===== src/rtl/led_pkg.sv =====
// Shared types and default sizing for the LED shift-register driver slice.
package led_pkg;

    localparam int LED_WIDTH   = 8;
    localparam int LED_CLK_DIV = 4;

    typedef enum logic [1:0] {
        IDLE     = 2'd0,
        SHIFT_LO = 2'd1,
        SHIFT_HI = 2'd2,
        LATCH    = 2'd3
    } led_state_t;

endpackage


===== src/rtl/led_shift595_phase_timer.sv =====
// Serial phase timer: counts CLK_DIV cycles per phase and flags the last one.
module phase_timer
    import led_pkg::*;
#(
    parameter int CLK_DIV = LED_CLK_DIV
) (
    input  logic clk,
    input  logic rst_n,
    input  logic restart,
    output logic phase_end
);

    localparam int DW = $clog2(CLK_DIV + 1);
    localparam logic [DW-1:0] LAST = DW'(CLK_DIV - 1);

    logic [DW-1:0] div;

    // Held at zero while restart is high so the first phase is always full length.
    assign phase_end = !restart && (div == LAST);

    always_ff @(posedge clk or negedge rst_n) begin
        if (!rst_n) begin
            div <= '0;
        end else if (restart || phase_end) begin
            div <= '0;
        end else begin
            div <= div + DW'(1);
        end
    end

endmodule


===== src/rtl/led_shift595.sv =====
// Serialises vec_leds onto a 74HC595-style chain, retransmitting only on change,
// first use after reset, or an explicit refresh request.
module led_shift595
    import led_pkg::*;
#(
    parameter int WIDTH   = LED_WIDTH,
    parameter int CLK_DIV = LED_CLK_DIV
) (
    input  logic             clk,
    input  logic             rst_n,
    input  logic [WIDTH-1:0] vec_leds,
    input  logic             refresh,
    output logic             sr_clk,
    output logic             sr_data,
    output logic             sr_latch,
    output logic             sr_oe_n,
    output logic             busy,
    output led_state_t       dbg_state
);

    localparam int BW = (WIDTH > 1) ? $clog2(WIDTH) : 1;
    localparam logic [BW-1:0] LAST_BIT = BW'(WIDTH - 1);

    led_state_t       state;
    led_state_t       state_nxt;
    logic [WIDTH-1:0] shreg;
    logic [WIDTH-1:0] frame_q;
    logic [WIDTH-1:0] shown;
    logic [WIDTH-1:0] shifted;
    logic [BW-1:0]    bitcnt;
    logic             primed;
    logic             pend;
    logic             start;
    logic             shift_step;
    logic             frame_done;
    logic             phase_end;

    assign dbg_state = state;
    assign shifted   = shreg << 1;

    phase_timer #(
        .CLK_DIV (CLK_DIV)
    ) u_phase_timer (
        .clk       (clk),
        .rst_n     (rst_n),
        .restart   (state == IDLE),
        .phase_end (phase_end)
    );

    always_comb begin
        state_nxt  = state;
        start      = 1'b0;
        shift_step = 1'b0;
        frame_done = 1'b0;
        case (state)
            IDLE: begin
                if ((vec_leds != shown) || !primed || refresh || pend) begin
                    state_nxt = SHIFT_LO;
                    start     = 1'b1;
                end
            end
            SHIFT_LO: begin
                if (phase_end) begin
                    state_nxt = SHIFT_HI;
                end
            end
            SHIFT_HI: begin
                if (phase_end) begin
                    if (bitcnt == LAST_BIT) begin
                        state_nxt = LATCH;
                    end else begin
                        state_nxt  = SHIFT_LO;
                        shift_step = 1'b1;
                    end
                end
            end
            LATCH: begin
                if (phase_end) begin
                    state_nxt  = IDLE;
                    frame_done = 1'b1;
                end
            end
            default: state_nxt = IDLE;
        endcase
    end

    // Pin-level strobes are registered copies of the next state, so every
    // output changes only on a clock edge (or on reset).
    always_ff @(posedge clk or negedge rst_n) begin
        if (!rst_n) begin
            state    <= IDLE;
            sr_clk   <= 1'b0;
            sr_data  <= 1'b0;
            sr_latch <= 1'b0;
            sr_oe_n  <= 1'b1;
            busy     <= 1'b0;
            shreg    <= '0;
            frame_q  <= '0;
            shown    <= '0;
            bitcnt   <= '0;
            primed   <= 1'b0;
            pend     <= 1'b0;
        end else begin
            state    <= state_nxt;
            sr_clk   <= (state_nxt == SHIFT_HI);
            sr_latch <= (state_nxt == LATCH);
            busy     <= (state_nxt != IDLE);

            if (start) begin
                shreg   <= vec_leds;
                frame_q <= vec_leds;
                sr_data <= vec_leds[WIDTH-1];
                bitcnt  <= '0;
                pend    <= 1'b0;
            end else if (refresh && (state != IDLE)) begin
                pend <= 1'b1;
            end

            if (shift_step) begin
                shreg   <= shifted;
                sr_data <= shifted[WIDTH-1];
                bitcnt  <= bitcnt + BW'(1);
            end

            // Output enable drops only once a complete frame is in the storage register.
            if (frame_done) begin
                shown   <= frame_q;
                primed  <= 1'b1;
                sr_oe_n <= 1'b0;
            end
        end
    end

endmodule


===== config.mk =====
export PLATFORM = sky130hd
export DESIGN_NAME = led_shift595
export DESIGN_NICKNAME = d
export VERILOG_FILES = /design/src/rtl/led_pkg.sv /design/src/rtl/led_shift595_phase_timer.sv /design/src/rtl/led_shift595.sv
export SDC_FILE = /design/constraint.sdc
export NUM_CORES = 1
export LEC_CHECK = 0
export BUFFER_PORTS_ARGS = -buffer_cell sky130_fd_sc_hd__buf_2
export CAP_MARGIN = 20
export CORE_MARGIN = 2
export CORE_UTILIZATION = 35
export DETAILED_ROUTE_END_ITERATION = 10
export SLEW_MARGIN = 20
export SYNTH_ARGS = -nofsm -noshare
export SYNTH_HDL_FRONTEND = slang
export SYNTH_SLANG_ARGS = --single-unit
export TNS_END_PERCENT = 30

===== constraint.sdc =====
create_clock -name clk -period 2.3 [get_ports clk]
set_clock_uncertainty 0.15 [all_clocks]
set_input_delay 0.23 -clock clk [delete_from_list [all_inputs] [get_ports clk]]
set_output_delay 0.23 -clock clk [all_outputs]
set_load 0.1 [all_outputs]

==> impl_metrics.json, run 1 <==
{
  "report.final.slew_viol_count": 0,
  "setup_viol": 0,
  "cts.sinks": 38,
  "rr_worst_depth": 5,
  "synthCells": 144,
  "period_minus_slack_ns": 2.00,
  "leakage_nw": 0.859,
  "track_usage_pct": 13.8,
  "portBuffers": 17,
  "top_layer": "met4",
  "synth_xor_area_share_pct": 4.06,
  "p_int_mw": 1.63,
  "area_delta_synth_final_pct": 16.4,
  "pin_count": 18,
  "rows": 25,
  "rrSetupSlack_ns": 0.30,
  "cp_slowest_stage_delay_ns": 0.48,
  "ant_nets": 0,
  "holdBufCountCts": 1,
  "synth.distinct_cells": 31,
  "drtIter0Drc": 58,
  "finalHoldViolCount": 0,
  "p_clk_share_pct": 17.4,
  "wl_met1_um": 1580,
  "grt_pass1_wl_um": 5640,
  "cp_top_family": "simple AND/OR/NAND/NOR gates",
  "grt_max_degree": 39,
  "mostFrequentLayoutCells": "36 x dfrtp_1, 17 x buf_2, 15 x nor2_1, 15 x mux2_2, 10 x nor3_1",
  "yosysTopAreaCellShare_pct": 53.7,
  "regToRegEndpoint": "shreg[2]$_DFFE_PN0P_",
  "end_kind": "flip-flop",
  "hold_path_class": "primary input to flip-flop",
  "routed-wl-met3_um": 128,
  "die_h_um": 74.2,
  "synth-adder-area-share_pct": 2.90,
  "synthTopCellsByArea": "dfrtp_1 54%, mux2_2 9.8%, o221a_1 4.6%",
  "initial_core_util_pct": 36.5,
  "clk_pin_slew_worst_paths_ns": 0.07,
  "synth_area_um2": 1720,
  "gp_congestion": 0.731,
  "synth_warnings": 0,
  "peakVddDrop_mv": 0.574,
  "coreArea_um2": 4720,
  "n_antenna_cell": 0,
  "cts_root_buf": "clkbuf_8",
  "wire_per_inst_um": 14.1,
  "combPwrFrac_pct": 40.0,
  "worstPathRequired_ns": 2.32,
  "antenna_found_initial": 0,
  "firstDrtPassIters": 4,
  "htree_levels": 2,
  "totalWireLength_um": 3330,
  "ys_seq_area_share_pct": 55.2,
  "cts_tree": "done",
  "die_w_um": 74.2,
  "cts_buffer_depth": 2,
  "r2r-start": "u_phase_timer.div[0]$_DFF_PN0_",
  "die-area_um2": 5500,
  "synthSimpleGateAreaFrac_pct": 14.6,
  "hp-start": "refresh",
  "drv_cap": 0,
  "path_cells": "ha_1, ha_1, and4bb_2, or4_4, o221a_1",
  "cts-buffers-inserted": 5,
  "maxSlewHeadroom_pct": 44.8,
  "post_cts_buffers": 0,
  "syn_area_per_cell_um2": 12.0,
  "vias": 1145,
  "drive_gt1_share_pct": 32.0,
  "muxShareOfSynthArea_pct": 9.80,
  "grt_pass1_vias": 1221,
  "synth_fp_nets": 159,
  "hold_depth": 3,
  "drc": 0,
  "wl_met2_um": 1590,
  "status": "completed",
  "setup_tns_ns": 0,
  "holdWs_ns": 0.0321,
  "dp_hpwl_um": 2330,
  "synth_top_family_by_area": "simple AND/OR/NAND/NOR gates",
  "power.net_switching_mw": 1.06,
  "whs_endpoint": "pend$_DFFE_PN0P_",
  "cp_common_cell": "ha_1",
  "startpoint_type": "flip-flop",
  "synth-seq-cells": 38,
  "fmax_ghz": 0.500,
  "synth_compound_area_share_pct": 10.6,
  "period_share_pct": 87.0,
  "p_sw_share_pct": 39.3,
  "rsz0062_at_grt": "false",
  "synth_top_area_cell": "dfrtp_1",
  "slowest_stage": "or4_4",
  "clock_latency_ns": 0.29,
  "critPathKind": "flip-flop to flip-flop",
  "seq_power_share_pct": 42.6,
  "crit_buf_inv": 0,
  "grt_overflow_total": 0,
  "avgViaCountPerCell": 4.85,
  "cp_max_fo": 7,
  "layout_commonest_cell": "dfrtp_1",
  "fin_nets": 183,
  "tightestPinTransition_ns": 0.828,
  "p_total_mw": 2.69,
  "power_density_nw_per_um2": 1340,
  "ctsResizeCount": 0,
  "cp.arrival_ns": 2.02
}
[flip-flops by register name (all words and copies together) (netlist names)]
| register | flops |
|---|---|
| sr_data | 1 |
| shreg | 7 |
| pend | 1 |
| busy | 1 |
| primed | 1 |
| u_phase_timer.div | 3 |
| sr_oe_n | 1 |
| dbg_state | 2 |
| sr_clk | 1 |
| bitcnt | 3 |
| sr_latch | 1 |
| frame_q | 8 |
| shown | 8 |
[cells in the mapped netlist]
master     number
dfrtp_1        37
mux2_2         15
nor2_1         15
nor3_1         10
nand2_1         9
xnor2_1         8
o221a_1         7
o21ai_0         6
clkbuf_1        4
ha_1            4
inv_1           3
nand2b_1        3
nand3_1         3
a21boi_0        2
a21oi_1         2
and2_1          1
and4bb_2        1
buf_1           1
buf_4           1
buf_6           1
dfstp_2         1
nand3b_1        1
nand4_2         1
nand4bb_1       1
nor3b_1         1
o2bb2ai_1       1
o31a_2          1
o31ai_4         1
o32ai_1         1
or3b_2          1
or4_4           1
[layer usage]
metal	up-vias	GRT usage, %
li1	555	-
met1	568	18.3
met2	18	21.9
met3	4	3.66
met4	0	4.85
met5	-	0
[power groups by stage]
stage / Sequential (mW) / Clock, mW / Combinational, mW
after floorplan: 1.42 / 0 / 0.582
after global placement: 1.14 / 0 / 1.06
after detailed placement: 1.16 / 0 / 1.09
after CTS: 1.15 / 0.485 / 1.09
after global routing: 1.19 / 0.511 / 1.18
final: 1.15 / 0.468 / 1.08
[tightest hold or removal path, cell delays in order]
cell,delay (ns)
buf_2,0.08
nor2_1,0.04
nor2_1,0.08
[cell type report]
cell class,instances,area [µm²]
Timing Repair Buffer,24,140
Fill cell,476,2720
Tap cell,67,83.8
Inverter,3,11.3
Multi-Input combinational cell,96,723
Clock inverter,2,12.5
Clock buffer,6,82.6
Sequential cell,38,953
[worst max path at each step]
stage	startpoint	end	slack [ns]	depth (start not counted)
after CTS	u_phase_timer.div[0]$_DFF_PN0_	shreg[2]$_DFFE_PN0P_	0.29	5
after global routing	bitcnt[0]$_DFFE_PN0P_	sr_data$_DFFE_PN0P_	0.18	5
after detailed placement	u_phase_timer.div[0]$_DFF_PN0_	shreg[1]$_DFFE_PN0P_	0.31	5
final	u_phase_timer.div[0]$_DFF_PN0_	shreg[2]$_DFFE_PN0P_	0.30	5
after global placement	u_phase_timer.div[0]$_DFF_PN0_	sr_data$_DFFE_PN0P_	0.34	5
after floorplan	dbg_state[1]$_DFF_PN0_	frame_q[5]$_DFFE_PN0P_	0.007	4
[through the flow]
step / cells / util [%] / setup WS (ns) / area, µm²
5_1_grt: 236 / 42.5 / 0.177 / 2010
2_1_floorplan: 144 / - / 0.00696 / 1730
3_5_place_dp: 227 / 40.3 / 0.307 / 1900
3_3_place_gp: 227 / 40.3 / 0.343 / 1900
6_report: 236 / 42.5 / 0.298 / 2010
4_1_cts: 236 / 42.5 / 0.294 / 2010
[kinds of logic after synthesis]
family	Yosys count
multiplexers	15
AO/OA/AOI/OAI	21
buffers and inverters	10
flip-flops	38
XOR/XNOR	8
AND/OR/NAND/NOR	48
adder cells (fa/ha/maj)	4
(Power assumes the default switching activity.)
==> run 2, diff against run 1 <==
--- a/config.mk
+++ b/config.mk
@@ -10,6 +10,7 @@
 export CORE_MARGIN = 2
 export CORE_UTILIZATION = 35
 export DETAILED_ROUTE_END_ITERATION = 10
+export PLACE_DENSITY = 0.5
 export SLEW_MARGIN = 20
 export SYNTH_ARGS = -nofsm -noshare
 export SYNTH_HDL_FRONTEND = slang
==> constraint.sdc (replaced) <==
create_clock -name clk -period 2.5 [get_ports clk]
set_clock_uncertainty 0.15 [all_clocks]
set_input_delay 0.25 -clock clk [delete_from_list [all_inputs] [get_ports clk]]
set_output_delay 0.25 -clock clk [all_outputs]
set_load 0.1 [all_outputs]
==> impl_metrics.json, run 2 (same netlist as run 1, synthesis figures left out) <==
{
  "worstPathRequired_ns": 2.52,
  "seq_power_share_pct": 43.6,
  "cp.arrival_ns": 2.16,
  "p_total_mw": 2.41,
  "rsz0062_at_grt": "false",
  "drtIter0Drc": 26,
  "clk_pin_slew_worst_paths_ns": 0.07,
  "dp_hpwl_um": 2220,
  "gp_congestion": 0.732,
  "r2r-start": "u_phase_timer.div[0]$_DFF_PN0_",
  "grt_overflow_total": 0,
  "post_cts_buffers": 0,
  "cts.sinks": 38,
  "cp_max_fo": 11,
  "startpoint_type": "flip-flop",
  "die-area_um2": 5500,
  "hold_depth": 3,
  "stdcell_area_um2": 1970,
  "initial_core_util_pct": 36.5,
  "fmax_ghz": 0.467,
  "maxSlewHeadroom_pct": 44.2,
  "reg_top3": "frame_q: 8 flops, shown: 8 flops, shreg: 7 flops",
  "cp_common_cell": "ha_1",
  "peakVddDrop_mv": 0.408,
  "setup_tns_ns": 0,
  "slowest_stage": "or4_4",
  "p_int_mw": 1.46,
  "cts-buffers-inserted": 5,
  "hold_path_class": "primary input to flip-flop",
  "period_minus_slack_ns": 2.14,
  "setup_viol": 0,
  "firstDrtPassIters": 3,
  "cts_root_buf": "clkbuf_8",
  "die_w_um": 74.2,
  "hp-start": "refresh",
  "fin_util_pct": 41.7,
  "p_sw_share_pct": 39.3,
  "leakage_nw": 0.841,
  "rrSetupSlack_ns": 0.36,
  "totalWireLength_um": 3230,
  "fin_nets": 181,
  "clock_latency_ns": 0.28,
  "period_share_pct": 85.7,
  "cts_buffer_depth": 2,
  "portBuffers": 17,
  "status": "completed",
  "critPathKind": "flip-flop to flip-flop",
  "end_kind": "flip-flop",
  "area_delta_synth_final_pct": 14.4,
  "path_cells": "ha_1, ha_1, and4bb_2, or4_4, o221a_1",
  "p_clk_share_pct": 16.0,
  "mostFrequentLayoutCells": "37 x dfrtp_1, 17 x buf_2, 15 x nor2_1, 15 x mux2_2, 10 x nor3_1",
  "fillerInstances": 475,
  "coreArea_um2": 4720,
  "power.net_switching_uw": 948,
  "avgViaCountPerCell": 4.94,
  "crit_buf_inv": 0,
  "vias": 1151,
  "drive_gt1_share_pct": 28.9,
  "rr_worst_depth": 5,
  "instances_no_fill": 233,
  "ant_nets": 0,
  "n_antenna_cell": 0,
  "cp_top_family": "simple AND/OR/NAND/NOR gates",
  "regToRegEndpoint": "sr_data$_DFFE_PN0P_",
  "setup_ws_ns": 0.358,
  "report.final.slew_viol_count": 0,
  "grt_max_degree": 39,
  "placed_cell_area_um2": 1890,
  "antenna_found_initial": 0,
  "place_ws_ns": 0.366,
  "combPwrFrac_pct": 40.4,
  "htree_levels": 2,
  "holdWs_ns": 0.0525,
  "finalHoldViolCount": 0,
  "tightestPinTransition_ns": 0.837,
  "drv_cap": 0,
  "grt_pass1_wl_um": 5600,
  "pin_count": 18,
  "rows": 25,
  "track_usage_pct": 14.0,
  "drc": 0,
  "ctsResizeCount": 0,
  "cp_slowest_stage_delay_ns": 0.48,
  "grt_pass1_vias": 1175,
  "layout_commonest_cell": "dfrtp_1",
  "dp.cells": 225,
  "cts_tree": "done",
  "wire_per_inst_um": 13.9,
  "whs_endpoint": "pend$_DFFE_PN0P_",
  "die_h_um": 74.2,
  "power_density_nw_per_um2": 1220
}
==> run 2: cell types whose count changed in the layout (fill, tap and decap cells not counted) <==
| cell | previous run | this run |
|---|---|---|
| buf_4 | 6 | 4 |
| clkbuf_1 | 0 | 2 |
| clkbuf_8 | 6 | 5 |
| clkinv_2 | 1 | 0 |
| clkinvlp_4 | 1 | 0 |
| dfrtp_1 | 36 | 37 |
| dfrtp_2 | 1 | 0 |
==> run 2: per-layer routing <==
metal | track usage, % | wire length [µm] | vias up
li1 | - | - | 551
met1 | 17.7 | 1550 | 578
met2 | 22.0 | 1510 | 15
met3 | 4.47 | 108 | 7
met4 | 6.67 | 69 | 0
met5 | 0 | 0 | -
==> run 2: power by group through the flow <==
| stage | Clock, mW | Sequential (mW) | Combinational [mW] |
|---|---|---|---|
| finish | 0.386 | 1.05 | 0.975 |
| global route | 0.431 | 1.09 | 1.08 |
| CTS | 0.404 | 1.05 | 0.990 |
| detailed placement | 0 | 1.06 | 0.988 |
| global placement | 0 | 1.05 | 0.957 |
| floorplan | 0 | 1.30 | 0.536 |
==> run 2: worst register-to-register path: stages (launching register included) <==
cell,delay [ns]
dfrtp_1,0.38
ha_1,0.20
ha_1,0.28
and4bb_2,0.28
or4_4,0.48
o221a_1,0.26
==> run 2: cell type report <==
type	count	area, µm²	area share [%]
sequential	38	952	48.3
multi-input combinational	96	723	36.7
inverter	3	11.3	0.571
timing repair buffer	22	125	6.35
clock buffer	7	76.3	3.87
tap	67	83.8	4.25
==> run 2: worst max path at each step <==
stage	start	end	slack [ns]	cells after the start
2_1_floorplan	dbg_state[0]$_DFF_PN0_	sr_data$_DFFE_PN0P_	0.15	4
3_3_place_gp	u_phase_timer.div[0]$_DFF_PN0_	shreg[2]$_DFFE_PN0P_	0.40	5
3_5_place_dp	u_phase_timer.div[0]$_DFF_PN0_	sr_data$_DFFE_PN0P_	0.37	5
4_1_cts	u_phase_timer.div[0]$_DFF_PN0_	sr_data$_DFFE_PN0P_	0.35	5
5_1_grt	u_phase_timer.div[0]$_DFF_PN0_	shreg[5]$_DFFE_PN0P_	0.28	5
6_report	u_phase_timer.div[0]$_DFF_PN0_	sr_data$_DFFE_PN0P_	0.36	5
==> run 2: repair_timing <==
| item | 4_1_cts | 5_1_grt |
|---|---|---|
| hold buffers | 1 | 0 |
| endpoints found under the setup margin | 0 | 0 |
| hold endpoints to repair | 37 | 0 |
==> run 3, diff against run 2 <==
--- a/config.mk
+++ b/config.mk
@@ -5,6 +5,7 @@
 export SDC_FILE = /design/constraint.sdc
 export NUM_CORES = 1
 export LEC_CHECK = 0
+export ABC_AREA = 1
 export BUFFER_PORTS_ARGS = -buffer_cell sky130_fd_sc_hd__buf_2
 export CAP_MARGIN = 20
 export CORE_MARGIN = 2
==> impl_metrics.json, run 3 <==
{
  "synth_fp_nets": 216,
  "clk_pin_slew_worst_paths_ns": 0.07,
  "reg_top3": "frame_q: 8 flops, shown: 8 flops, shreg: 7 flops",
  "coreArea_um2": 4690,
  "avgViaCountPerCell": 4.61,
  "cts_tree": "done",
  "cp_top_family": "simple AND/OR/NAND/NOR gates",
  "cp_max_fo": 12,
  "synth-async-reset-ratio_pct": 100,
  "placed_cell_area_um2": 1860,
  "synthTopCellsByArea": "dfrtp_1 55%, nand2_1 14%, inv_1 5.5%",
  "drive_gt1_share_pct": 14.5,
  "period_share_pct": 75.6,
  "status": "completed",
  "pin_count": 18,
  "maxSlewHeadroom_pct": 42.5,
  "cts_buffer_depth": 2,
  "leakage_nw": 1.05,
  "slowest_stage": "dfrtp_1",
  "die_h_um": 73.5,
  "stdcell_area_um2": 1980,
  "fin_nets": 241,
  "tightestPinTransition_ns": 0.863,
  "startpoint_type": "flip-flop",
  "period_minus_slack_ns": 1.89,
  "clock_latency_ns": 0.29,
  "ys_seq_area_share_pct": 56.3,
  "hp-start": "refresh",
  "die_w_um": 73.5,
  "initial_core_util_pct": 36.1,
  "layout_commonest_cell": "nand2_1",
  "critPathKind": "flip-flop to flip-flop",
  "synth_area_um2": 1690,
  "synth_commonest_cells": "63 x nand2_1, 37 x dfrtp_1, 25 x inv_1",
  "rr_worst_depth": 10,
  "cts-buffers-inserted": 5,
  "seq_area_um2": 952,
  "totalWireLength_um": 3350,
  "cts.sinks": 38,
  "whs_endpoint": "pend$_DFFE_PN0P_",
  "yosysTopAreaCellShare_pct": 54.7,
  "instances_no_fill": 281,
  "drtIter0Drc": 92,
  "htree_levels": 2,
  "end_kind": "flip-flop",
  "grt_max_degree": 39,
  "grt_pass1_vias": 1273,
  "cts_root_buf": "clkbuf_8",
  "cp_slowest_stage_delay_ns": 0.36,
  "synth_warnings": 0,
  "area_delta_synth_final_pct": 16.9,
  "crit_buf_inv": 1,
  "r2r-start": "pend$_DFFE_PN0P_",
  "track_usage_pct": 14.7,
  "dp.cells": 272,
  "power_density_nw_per_um2": 611,
  "multi_input_area_um2": 614,
  "rows": 25,
  "hold_path_class": "primary input to flip-flop",
  "grt_overflow_total": 0,
  "firstDrtPassIters": 4,
  "report.final.slew_viol_count": 0,
  "ctsResizeCount": 0,
  "drc": 0,
  "setup_tns_ns": 0,
  "synth-edff-count": 0,
  "hold_depth": 3,
  "mostFrequentLayoutCells": "63 x nand2_1, 37 x dfrtp_1, 25 x inv_1, 17 x o21ai_0, 17 x buf_2",
  "cp.arrival_ns": 1.92,
  "drv_cap": 0,
  "portBuffers": 17,
  "synth_ff_type": "dfrtp_1",
  "gp_congestion": 0.741,
  "rrSetupSlack_ns": 0.61,
  "synth.most_common_cell": "nand2_1",
  "fin_util_pct": 42.2,
  "dp_hpwl_um": 2340,
  "path_cells": "inv_1, nand2_1, nor2_1, nand2_1, nor2_1, nand3_1, nand2_1, nand2_1, nand2_1, nand2_1",
  "syn_area_per_cell_um2": 8.42,
  "synth_top_area_cell": "dfrtp_1",
  "holdWs_ns": 0.0510,
  "antenna_found_initial": 0,
  "grt_pass1_wl_um": 5920,
  "vias": 1296,
  "finalHoldViolCount": 0,
  "ant_nets": 0,
  "fmax_ghz": 0.529,
  "synthCells": 201,
  "die-area_um2": 5410,
  "n_antenna_cell": 0,
  "synth.distinct_cells": 17,
  "synth-seq-cells": 38,
  "regToRegEndpoint": "shreg[4]$_DFFE_PN0P_",
  "worstPathRequired_ns": 2.53,
  "setup_viol": 0,
  "wire_per_inst_um": 11.9,
  "peakVddDrop_mv": 0.338,
  "fillerInstances": 491,
  "rsz0062_at_grt": "false",
  "cp_common_cell": "nand2_1"
}
-- run 3: cell count changes after synthesis, moves of 8 or more --
| cell | before | now |
|---|---|---|
| nand2_1 | 9 | 63 |
| mux2_2 | 15 | 1 |
| o21ai_0 | 6 | 17 |
| inv_1 | 3 | 25 |
| a21oi_1 | 2 | 10 |
| xnor2_1 | 8 | 0 |
| nand3_1 | 3 | 16 |
-- run 3: per-layer routing --
layer	GRT usage, %	share of wire, %	up-vias
met4	6.67	1.3	0
met1	20.0	51	597
met2	22.2	45	17
li1	-	-	678
met3	3.70	3.1	4
met5	0	0	-
-- run 3: how the worst max path moves through the flow --
| stage | depth (start not counted) | slack [ns] | end | startpoint |
|---|---|---|---|---|
| after floorplan | 6 | 0.38 | sr_data$_DFFE_PN0P_ | dbg_state[1]$_DFF_PN0_ |
| after global placement | 11 | 0.65 | shreg[4]$_DFFE_PN0P_ | vec_leds[6] |
| after detailed placement | 11 | 0.60 | shreg[4]$_DFFE_PN0P_ | vec_leds[6] |
| after CTS | 10 | 0.55 | shreg[4]$_DFFE_PN0P_ | pend$_DFFE_PN0P_ |
| after global routing | 10 | 0.35 | shreg[3]$_DFFE_PN0P_ | pend$_DFFE_PN0P_ |
| final | 10 | 0.61 | shreg[4]$_DFFE_PN0P_ | pend$_DFFE_PN0P_ |
-- run 3: metrics by stage --
step / setup slack [ns] / power (mW)
2_1_floorplan: 0.381 / 0.666
3_3_place_gp: 0.648 / 0.696
3_5_place_dp: 0.603 / 0.696
4_1_cts: 0.551 / 1.22
5_1_grt: 0.352 / 1.27
6_report: 0.610 / 1.21
-- run 3: logic make-up after synthesis --
kind of cell	after synthesis	synth area share [%]
compound gates	27	7.99
simple gates	100	24.7
flops	38	56.3
mux	1	0.666
buf+inv	31	7.40
fa+ha+maj	4	2.96
-- run 3: repair_timing --
item | 4_1_cts | 5_1_grt
hold buffers | 1 | 0
buffers inserted | 0 | 0
endpoints found under the hold margin | 37 | 0
-- run 3: final cells by class --
type	instances	area share (%)
multi-input combinational	132	31.1
timing repair buffer	24	7.08
clock inverter	2	1.90
tap	54	3.42
inverter	25	4.74
clock buffer	6	3.67
sequential	38	48.1
-- run 3: where the power goes --
group / internal (mW) / switching [mW] / leakage, nW / total, mW
Combinational: 0.0168 / 0.0372 / 0.526 / 0.0540
Sequential: 0.624 / 0.00533 / 0.469 / 0.629
Clock: 0.298 / 0.228 / 0.0514 / 0.526
-- run 3: worst reg2reg max path: stages (launching register included) --
cell and delay, ns:
dfrtp_1 0.36, inv_1 0.06, nand2_1 0.07, nor2_1 0.10, nand2_1 0.05, nor2_1 0.10, nand3_1 0.12, nand2_1 0.32
nand2_1 0.26, nand2_1 0.13, nand2_1 0.05
